--- config.mk ---
export PLATFORM = sky130hd
export DESIGN_NAME = stun_driver
export DESIGN_NICKNAME = d
export VERILOG_FILES = /design/src/rtl/stun_driver_pkg.sv /design/src/rtl/stun_channel.sv /design/src/rtl/stun_driver.sv
export SDC_FILE = /design/constraint.sdc
export NUM_CORES = 1
export LEC_CHECK = 0
export ABC_AREA = 1
export ABC_CLOCK_PERIOD_IN_PS = 2250
export CAP_MARGIN = 5
export CORE_AREA = 2 2 68 70
export CTS_CLUSTER_SIZE = 24
export DETAILED_ROUTE_END_ITERATION = 10
export DIE_AREA = 0 0 70 72
export SLEW_MARGIN = 40
export SYNTH_ARGS = -nofsm -noshare
export SYNTH_HDL_FRONTEND = slang
export SYNTH_HIERARCHICAL = 1
export SYNTH_SLANG_ARGS = --single-unit
--- constraint.sdc ---
create_clock -name clk -period 2.25 [get_ports clk]
set_input_delay 0.3375 -clock clk [delete_from_list [all_inputs] [get_ports clk]]
set_output_delay 0.3375 -clock clk [all_outputs]
set_load 0.01 [all_outputs]
--- src/rtl/stun_driver_pkg.sv ---
// Shared state codes and helpers for the stun driver and its consumers.
// health_status decodes the same S_* codes, so they must stay in sync.
// Holds the default stun timing and the counter width helper.
package stun_driver_pkg;

  typedef logic [3:0] state_code_t;

  localparam state_code_t S_IDLE      = 4'd0;
  localparam state_code_t S_HITSTUN   = 4'd9;
  localparam state_code_t S_BLOCKSTUN = 4'd10;

  localparam int HITSTUN_CYC_DEF   = 24;
  localparam int BLOCKSTUN_CYC_DEF = 12;
  localparam int RECOVER_CYC_DEF   = 8;

  // Largest of three timing values; sizes the shared stun/recover counter.
  function automatic int max3(input int a, input int b, input int c);
    int m;
    m = (a > b) ? a : b;
    return (m > c) ? m : c;
  endfunction

  // A movement FSM that happens to report a stun code outside a stun would
  // look like a fresh hit to health_status, so those codes collapse to idle.
  function automatic state_code_t sanitize_base(input state_code_t s);
    return ((s == S_HITSTUN) || (s == S_BLOCKSTUN)) ? S_IDLE : s;
  endfunction

endpackage

--- src/rtl/stun_channel.sv ---
// One player's stun channel: IDLE -> HIT/BLK -> RECOVER -> IDLE.
// Registered output, one cycle after the hit/base sample; no retrigger during
// a stun or recovery, so each accepted hit yields exactly one entry edge.
module stun_channel
  import stun_driver_pkg::*;
#(
  parameter int HITSTUN_CYC   = HITSTUN_CYC_DEF,
  parameter int BLOCKSTUN_CYC = BLOCKSTUN_CYC_DEF,
  parameter int RECOVER_CYC   = RECOVER_CYC_DEF,
  parameter int CW            = 5
) (
  input  logic              clk_i,
  input  logic              rst_ni,
  input  logic [3:0]        base_state_i,
  input  logic              hit_i,
  input  logic              blocking_i,
  input  logic [2:0]        health_i,
  output logic [3:0]        state_o,
  output logic              stunned_o
);

  typedef enum logic [1:0] {
    CH_IDLE    = 2'd0,
    CH_HIT     = 2'd1,
    CH_BLK     = 2'd2,
    CH_RECOVER = 2'd3
  } ch_state_e;

  ch_state_e   fsm_q, fsm_d;
  logic [CW-1:0] cnt_q, cnt_d;
  state_code_t out_q, out_d;
  logic        stun_q, stun_d;

  // Next-state, counter and output selection; output follows the next state
  // so the stun code appears on the cycle right after the accepted hit.
  always_comb begin
    fsm_d = fsm_q;
    cnt_d = cnt_q;
    case (fsm_q)
      CH_IDLE: begin
        if (hit_i && (health_i != 3'd0)) begin
          if (blocking_i) begin
            fsm_d = CH_BLK;
            cnt_d = CW'(BLOCKSTUN_CYC - 1);
          end else begin
            fsm_d = CH_HIT;
            cnt_d = CW'(HITSTUN_CYC - 1);
          end
        end
      end
      CH_HIT, CH_BLK: begin
        if (cnt_q == '0) begin
          fsm_d = CH_RECOVER;
          cnt_d = CW'(RECOVER_CYC - 1);
        end else begin
          cnt_d = cnt_q - CW'(1);
        end
      end
      CH_RECOVER: begin
        if (cnt_q == '0) begin
          fsm_d = CH_IDLE;
        end else begin
          cnt_d = cnt_q - CW'(1);
        end
      end
      default: begin
        fsm_d = CH_IDLE;
        cnt_d = '0;
      end
    endcase

    case (fsm_d)
      CH_HIT:  out_d = S_HITSTUN;
      CH_BLK:  out_d = S_BLOCKSTUN;
      default: out_d = sanitize_base(base_state_i);
    endcase
    stun_d = (fsm_d == CH_HIT) || (fsm_d == CH_BLK);
  end

  // State, counter and output registers; reset aborts any running episode.
  always_ff @(posedge clk_i or negedge rst_ni) begin
    if (!rst_ni) begin
      fsm_q  <= CH_IDLE;
      cnt_q  <= '0;
      out_q  <= S_IDLE;
      stun_q <= 1'b0;
    end else begin
      fsm_q  <= fsm_d;
      cnt_q  <= cnt_d;
      out_q  <= out_d;
      stun_q <= stun_d;
    end
  end

  assign state_o   = out_q;
  assign stunned_o = stun_q;

endmodule

--- src/rtl/stun_driver.sv ---
// Drives both players' reported states with hit/block stun overrides.
// One-cycle registered latency from hit or base state to player state.
// No backpressure; hits arriving during a stun or recovery are dropped.
module stun_driver
  import stun_driver_pkg::*;
#(
  parameter int HITSTUN_CYC   = HITSTUN_CYC_DEF,
  parameter int BLOCKSTUN_CYC = BLOCKSTUN_CYC_DEF,
  parameter int RECOVER_CYC   = RECOVER_CYC_DEF
) (
  input  logic       clk,
  input  logic       rst,
  input  logic [3:0] p1_base_state,
  input  logic [3:0] p2_base_state,
  input  logic       p1_hit,
  input  logic       p2_hit,
  input  logic       p1_blocking,
  input  logic       p2_blocking,
  input  logic [2:0] p1_health,
  input  logic [2:0] p2_health,
  output logic [3:0] player1_state,
  output logic [3:0] player2_state,
  output logic       p1_stunned,
  output logic       p2_stunned
);

  localparam int CW = $clog2(max3(HITSTUN_CYC, BLOCKSTUN_CYC, RECOVER_CYC) + 1);

  stun_channel #(
    .HITSTUN_CYC  (HITSTUN_CYC),
    .BLOCKSTUN_CYC(BLOCKSTUN_CYC),
    .RECOVER_CYC  (RECOVER_CYC),
    .CW           (CW)
  ) u_p1 (
    .clk_i       (clk),
    .rst_ni      (rst),
    .base_state_i(p1_base_state),
    .hit_i       (p1_hit),
    .blocking_i  (p1_blocking),
    .health_i    (p1_health),
    .state_o     (player1_state),
    .stunned_o   (p1_stunned)
  );

  stun_channel #(
    .HITSTUN_CYC  (HITSTUN_CYC),
    .BLOCKSTUN_CYC(BLOCKSTUN_CYC),
    .RECOVER_CYC  (RECOVER_CYC),
    .CW           (CW)
  ) u_p2 (
    .clk_i       (clk),
    .rst_ni      (rst),
    .base_state_i(p2_base_state),
    .hit_i       (p2_hit),
    .blocking_i  (p2_blocking),
    .health_i    (p2_health),
    .state_o     (player2_state),
    .stunned_o   (p2_stunned)
  );

endmodule
======== Yosys cells after proc, flatten, opt, wreduce, memory -nomap -nowiden ========
Index checks and enable logic that the tools add are counted.
word-level totals
  bits in registers ....................... 24
  input bits .............................. 20
  output and inout bits ................... 10
  logic and storage cells ................. 68
operators by class
  add/sub/neg operators ................... 2
  equality and inequality tests ........... 18
  multiplexer cells ....................... 24
  reductions and logical operators ........ 16
operator list
  cell                                                                   number
  5-bit two-way mux                                                      8
  5-bit one-hot mux with 3 select lines                                  2
  4-bit equality test, second input constant                             4
  2-bit two-way mux                                                      8
  4-bit one-hot mux with 2 select lines                                  2
  2-bit equality test, second input constant                             6
  2-bit one-hot mux with 3 select lines                                  2
  5-bit zero test                                                        2
  5-bit by 1-bit subtractor with 5-bit output, second input constant     2
  2-bit by 1-bit equality test with 1-bit output, second input constant  4
  4-bit two-way mux                                                      2
  3-bit nonzero test                                                     2
  2-bit zero test                                                        2
  1-bit logical OR                                                       4
  2-bit by 1-bit != test with 1-bit output, second input constant        2
  2-bit != test, second input constant                                   2
  2-bit AND reduction                                                    2
  2-bit OR reduction                                                     2
  1-bit logical AND                                                      2

======== Logic depth before layout (Yosys ltp) ========
  word-level depth ........................ 6
  gate-level depth with buffers ........... 12

======== By module ========
Netlist, hierarchy kept.
modules (own cells, without submodules)
  module        instances  cells an instance  area each (µm²)  seq. area each (µm²)
  stun_channel  2          105                798.3            300.3

======== Worst setup path after synthesis ========
Ideal clock, no wire load.
  path kind ............................... register to register
  start ................................... reg u_p1.fsm_q[1]
  end ..................................... reg u_p1.out_q[0] (netlist: u_p1/state_o[0])
  setup time .............................. 0.118 ns
  arrival ................................. 1.693 ns
  required time ........................... 2.132 ns
  slack ................................... 0.440 ns
  cell stages (with the launch flop) ...... 12
  clock period less this slack ............ 1.810 ns
  cells stage by stage .................... dfrtp_1 -> inv_1 -> ha_1 -> inv_1 -> a21oi_2 -> nand2_1 -> o21ai_2 -> inv_2 -> ha_1 -> inv_1 -> nand2_1 -> nand2_1
on the way
  cells in the longest elaborated chain, start to end .. 5
  elaborated cells between the ends (all ways) .. 12
  classes of those cells .................. eq/ne: 5; mux: 5; reduce/logical: 2
RTL lines
  element                                                                                       RTL line            text
  start, declared                                                                               stun_channel.sv:29  ch_state_e fsm_q, fsm_d;
  start signal, assigned                                                                        stun_channel.sv:88  fsm_q <= fsm_d;
  2-bit by 1-bit equality test with 1-bit output / 2-bit equality test (equally long branches)  stun_channel.sv:39  case (fsm_q)
  2-bit OR reduction                                                                            stun_channel.sv:39
  2-bit one-hot mux with 3 select lines (*)                                                     stun_channel.sv:39
  via u_p1.fsm_d[1]                                                                             stun_channel.sv:29
  2-bit equality test / 2-bit by 1-bit equality test with 1-bit output (equally long branches)  stun_channel.sv:72  case (fsm_d)
  4-bit one-hot mux with 2 select lines (*)                                                     stun_channel.sv:72
  via u_p1.out_d[0]                                                                             stun_channel.sv:31  state_code_t out_q, out_d;
  end signal, assigned                                                                          stun_channel.sv:90  out_q <= out_d;
  end, declared                                                                                 stun_channel.sv:31
Mark *: on every way through the listed nets, which the timed path passes. The rest lies on a longest branch.
A chain may end at the register's enable or synchronous reset.

======== Worst setup path after layout ========
Ends and elaborated chain as after synthesis.

==> flow_metrics.env <==
export IMPL_ant_nets=0
export IMPL_antenna_found_initial=0
export IMPL_ctsHoldBuffers=0
export IMPL_viasPerCell=4.35
export IMPL_drt_wirelength_per_cell_um=9.68
export IMPL_grt_pass1_wl_mm=5.30
export IMPL_grt_pass1_vias=1243
export IMPL_p_leak_nw=1.09
export IMPL_worst_ep_required_time_ns=2.40
export IMPL_num_rows=24
export IMPL_cts_buffers=3
export IMPL_globalplace_congestion=0.829
export IMPL_track_usage_pct=12.8
export IMPL_hp_class="in -> async"
export IMPL_cts_max_level=1
export IMPL_cts_buffer_depth=2
export IMPL_post_cts_buffers=0
export IMPL_yosys_warnings=6
export IMPL_die_area_mm2=0.00504
export IMPL_drtIter0Drc=68
export IMPL_grt_max_degree=25
export IMPL_io_pins=30
export IMPL_grt_ovfl_total=0
export IMPL_yosys_most_used_dff="dfrtp_1"
export IMPL_synth_common_cells="nand2_1 (76), inv_1 (28), dfrtp_1 (24)"
export IMPL_synthArstFlopShare_pct=100
export IMPL_drt_total_wl_mm=2.89
export IMPL_worst_ir_drop_vdd_v=0.000685
export IMPL_status="finished, final reports clean"
export IMPL_fin_ws_ns=0.274
export IMPL_syn_inst=210
export IMPL_path_clk_slew_ns=0.08
export IMPL_synth_top_area_share_pct=37.6
export IMPL_routed_via_count=1295
export IMPL_clk_latency_ns=0.26
export IMPL_fmax_ghz=0.506
export IMPL_synth_seq_cells=24
export IMPL_maxCapViolations=0
export IMPL_tightest_slew_ns=0.313
export IMPL_fin_crit_sh_pct=87.8
export IMPL_avgSynthCellArea_um2=7.60
export IMPL_setup_viol=0
export IMPL_critPathArrivalTime_ns=2.13
export IMPL_cts_tree="done"
export IMPL_synth_most_common_cell="nand2_1"
export IMPL_drc=0
export IMPL_synth_area_mm2=0.00160
export IMPL_area_growth_pct=26.7
export IMPL_crit_fanout=5
export IMPL_powerDensity_mw_per_mm2=1420
export IMPL_drt_pass1_iter_count=4
export IMPL_cts_resized=0
export IMPL_drv_slew=0
export IMPL_cts_root_buf="clkbuf_8"
export IMPL_final_hold_viol_count=0
export IMPL_synth_area_leader_cell="dfrtp_1"
export IMPL_fin_skew_ns=0.000961
export IMPL_synth_area_leaders="dfrtp_1 (38%), nand2_1 (18%), ha_1 (9.4%)"
export IMPL_post_route_util_pct=47.4
export IMPL_end_kind="flop"
export IMPL_yosysSeqAreaShare_pct=37.6
export IMPL_worstSetupPathType="reg -> reg"
export IMPL_fin_tns_setup_ns=0
export IMPL_fillCellCount=432
export IMPL_antenna_cells=0
export IMPL_nNetsFinal=280
export IMPL_numPortBuffers=29
export IMPL_place_ws_ns=0.271
export IMPL_synth_edf_count=0
export IMPL_syn_nets=242
export IMPL_die_h_um=72
export IMPL_finalCriticalPeriod_ns=1.98
export IMPL_final_layout_size_suffix_gt1_share_pct=16.7
export IMPL_cts_sinks=24
export IMPL_hpwl_mm=2.36
export IMPL_synth_cell_types=21
export IMPL_rsz0062_at_grt="false"
export IMPL_slew_limit_headroom_pct=79.2
export IMPL_core_area_mm2=0.00426
export IMPL_die_w_um=70
export IMPL_start_kind="flop"
export IMPL_initial_core_util_pct=37.4
==> final timing paths <==
check | from | to | slack (ns) | cells after the start
hold / removal | rst | u_p2/cnt_q[2]$_DFFE_PN0P_ | 0.44 | 2
setup / recovery | u_p1/fsm_q[1]$_DFF_PN0_ | u_p1/state_o[0]$_DFF_PN0_ | 0.27 | 11
setup reg to reg | u_p1/fsm_q[1]$_DFF_PN0_ | u_p1/state_o[0]$_DFF_PN0_ | 0.27 | 11
max in group asynchronous | rst | u_p1/state_o[2]$_DFF_PN0_ | 1.57 | 2
min in group clk | u_p1/cnt_q[4]$_DFFE_PN0P_ | u_p1/cnt_q[4]$_DFFE_PN0P_ | 0.52 | 2
hold reg to reg | u_p1/cnt_q[4]$_DFFE_PN0P_ | u_p1/cnt_q[4]$_DFFE_PN0P_ | 0.52 | 2
==> cells in the final DEF (no fill, tap or decap), drive strengths merged <==
cell,count
inv,38
dfrtp,24
a21oi,8
clkbuf,3
ha,12
nand4,4
nor2,10
o21ai,10
xor2,4
o21bai,2
nand3,12
clkdlybuf4s50,29
nand3b,2
buf,4
nand2,84
==> metal layers <==
layer	track usage (%)	wire (um)	up-vias	part of all wire, %
met5	0	0	-	0
met4	4.27	34	0	1.2
met3	1.81	89	2	3.1
met2	21.0	1350	16	47
met1	17.5	1410	559	49
li1	-	-	718	-
==> sequential cells by signal, summed over array words and instances, names as in the netlist <==
| name | cells |
|---|---|
| u_p2/cnt_q | 5 |
| u_p1/state_o | 4 |
| u_p2/stunned_o | 1 |
| u_p2/state_o | 4 |
| u_p1/fsm_q | 2 |
| u_p1/stunned_o | 1 |
| u_p1/cnt_q | 5 |
| u_p2/fsm_q | 2 |
==> area by class of cell <==
class | count | area [um^2] | share of cell area, %
Tap cell | 52 | 65.1 | 3.22
Inverter | 38 | 148 | 7.30
Multi-Input combinational cell | 148 | 848 | 41.9
Clock buffer | 3 | 41.3 | 2.04
Sequential cell | 24 | 601 | 29.7
Timing Repair Buffer | 33 | 320 | 15.8
==> power breakdown <==
group	internal [mW]	leakage, nW	switching (mW)
registers	0.651	0.294	0.123
logic	0.765	0.776	1.09
clock network	0.119	0.0216	0.125
==> worst max-delay path, cell delays in order (launching register included) <==
cell and delay, ns:
dfrtp_1 0.37, inv_1 0.08, ha_1 0.30, inv_1 0.08, a21oi_2 0.21, nand2_1 0.10, o21ai_2 0.17, inv_2 0.04
ha_1 0.34, inv_1 0.08, nand2_1 0.07, nand2_1 0.05
==> kinds of logic (layout without fill, tap and decap cells) <==
logic type      Yosys count  in the layout  synth area share [%]
simple gates            112            112                  32.6
flops                    24             24                  37.6
compound gates           20             20                  8.93
fa+ha+maj                12             12                  9.40
buf+inv                  38             74                  9.25
xor+xnor                  4              4                  2.19
==> stage by stage <==
| step | instances | power (mW) | hold slack (ns) | area, um^2 |
|---|---|---|---|---|
| after floorplan | 210 | 2.13 | 0.0419 | 1600 |
| after global placement | 295 | 2.64 | 0.493 | 1980 |
| after detailed placement | 295 | 2.65 | 0.502 | 1980 |
| after CTS | 298 | 2.91 | 0.449 | 2020 |
| after global routing | 298 | 3.21 | 0.456 | 2020 |
| final | 298 | 2.87 | 0.438 | 2020 |
Power figures use the tool's default switching activity.
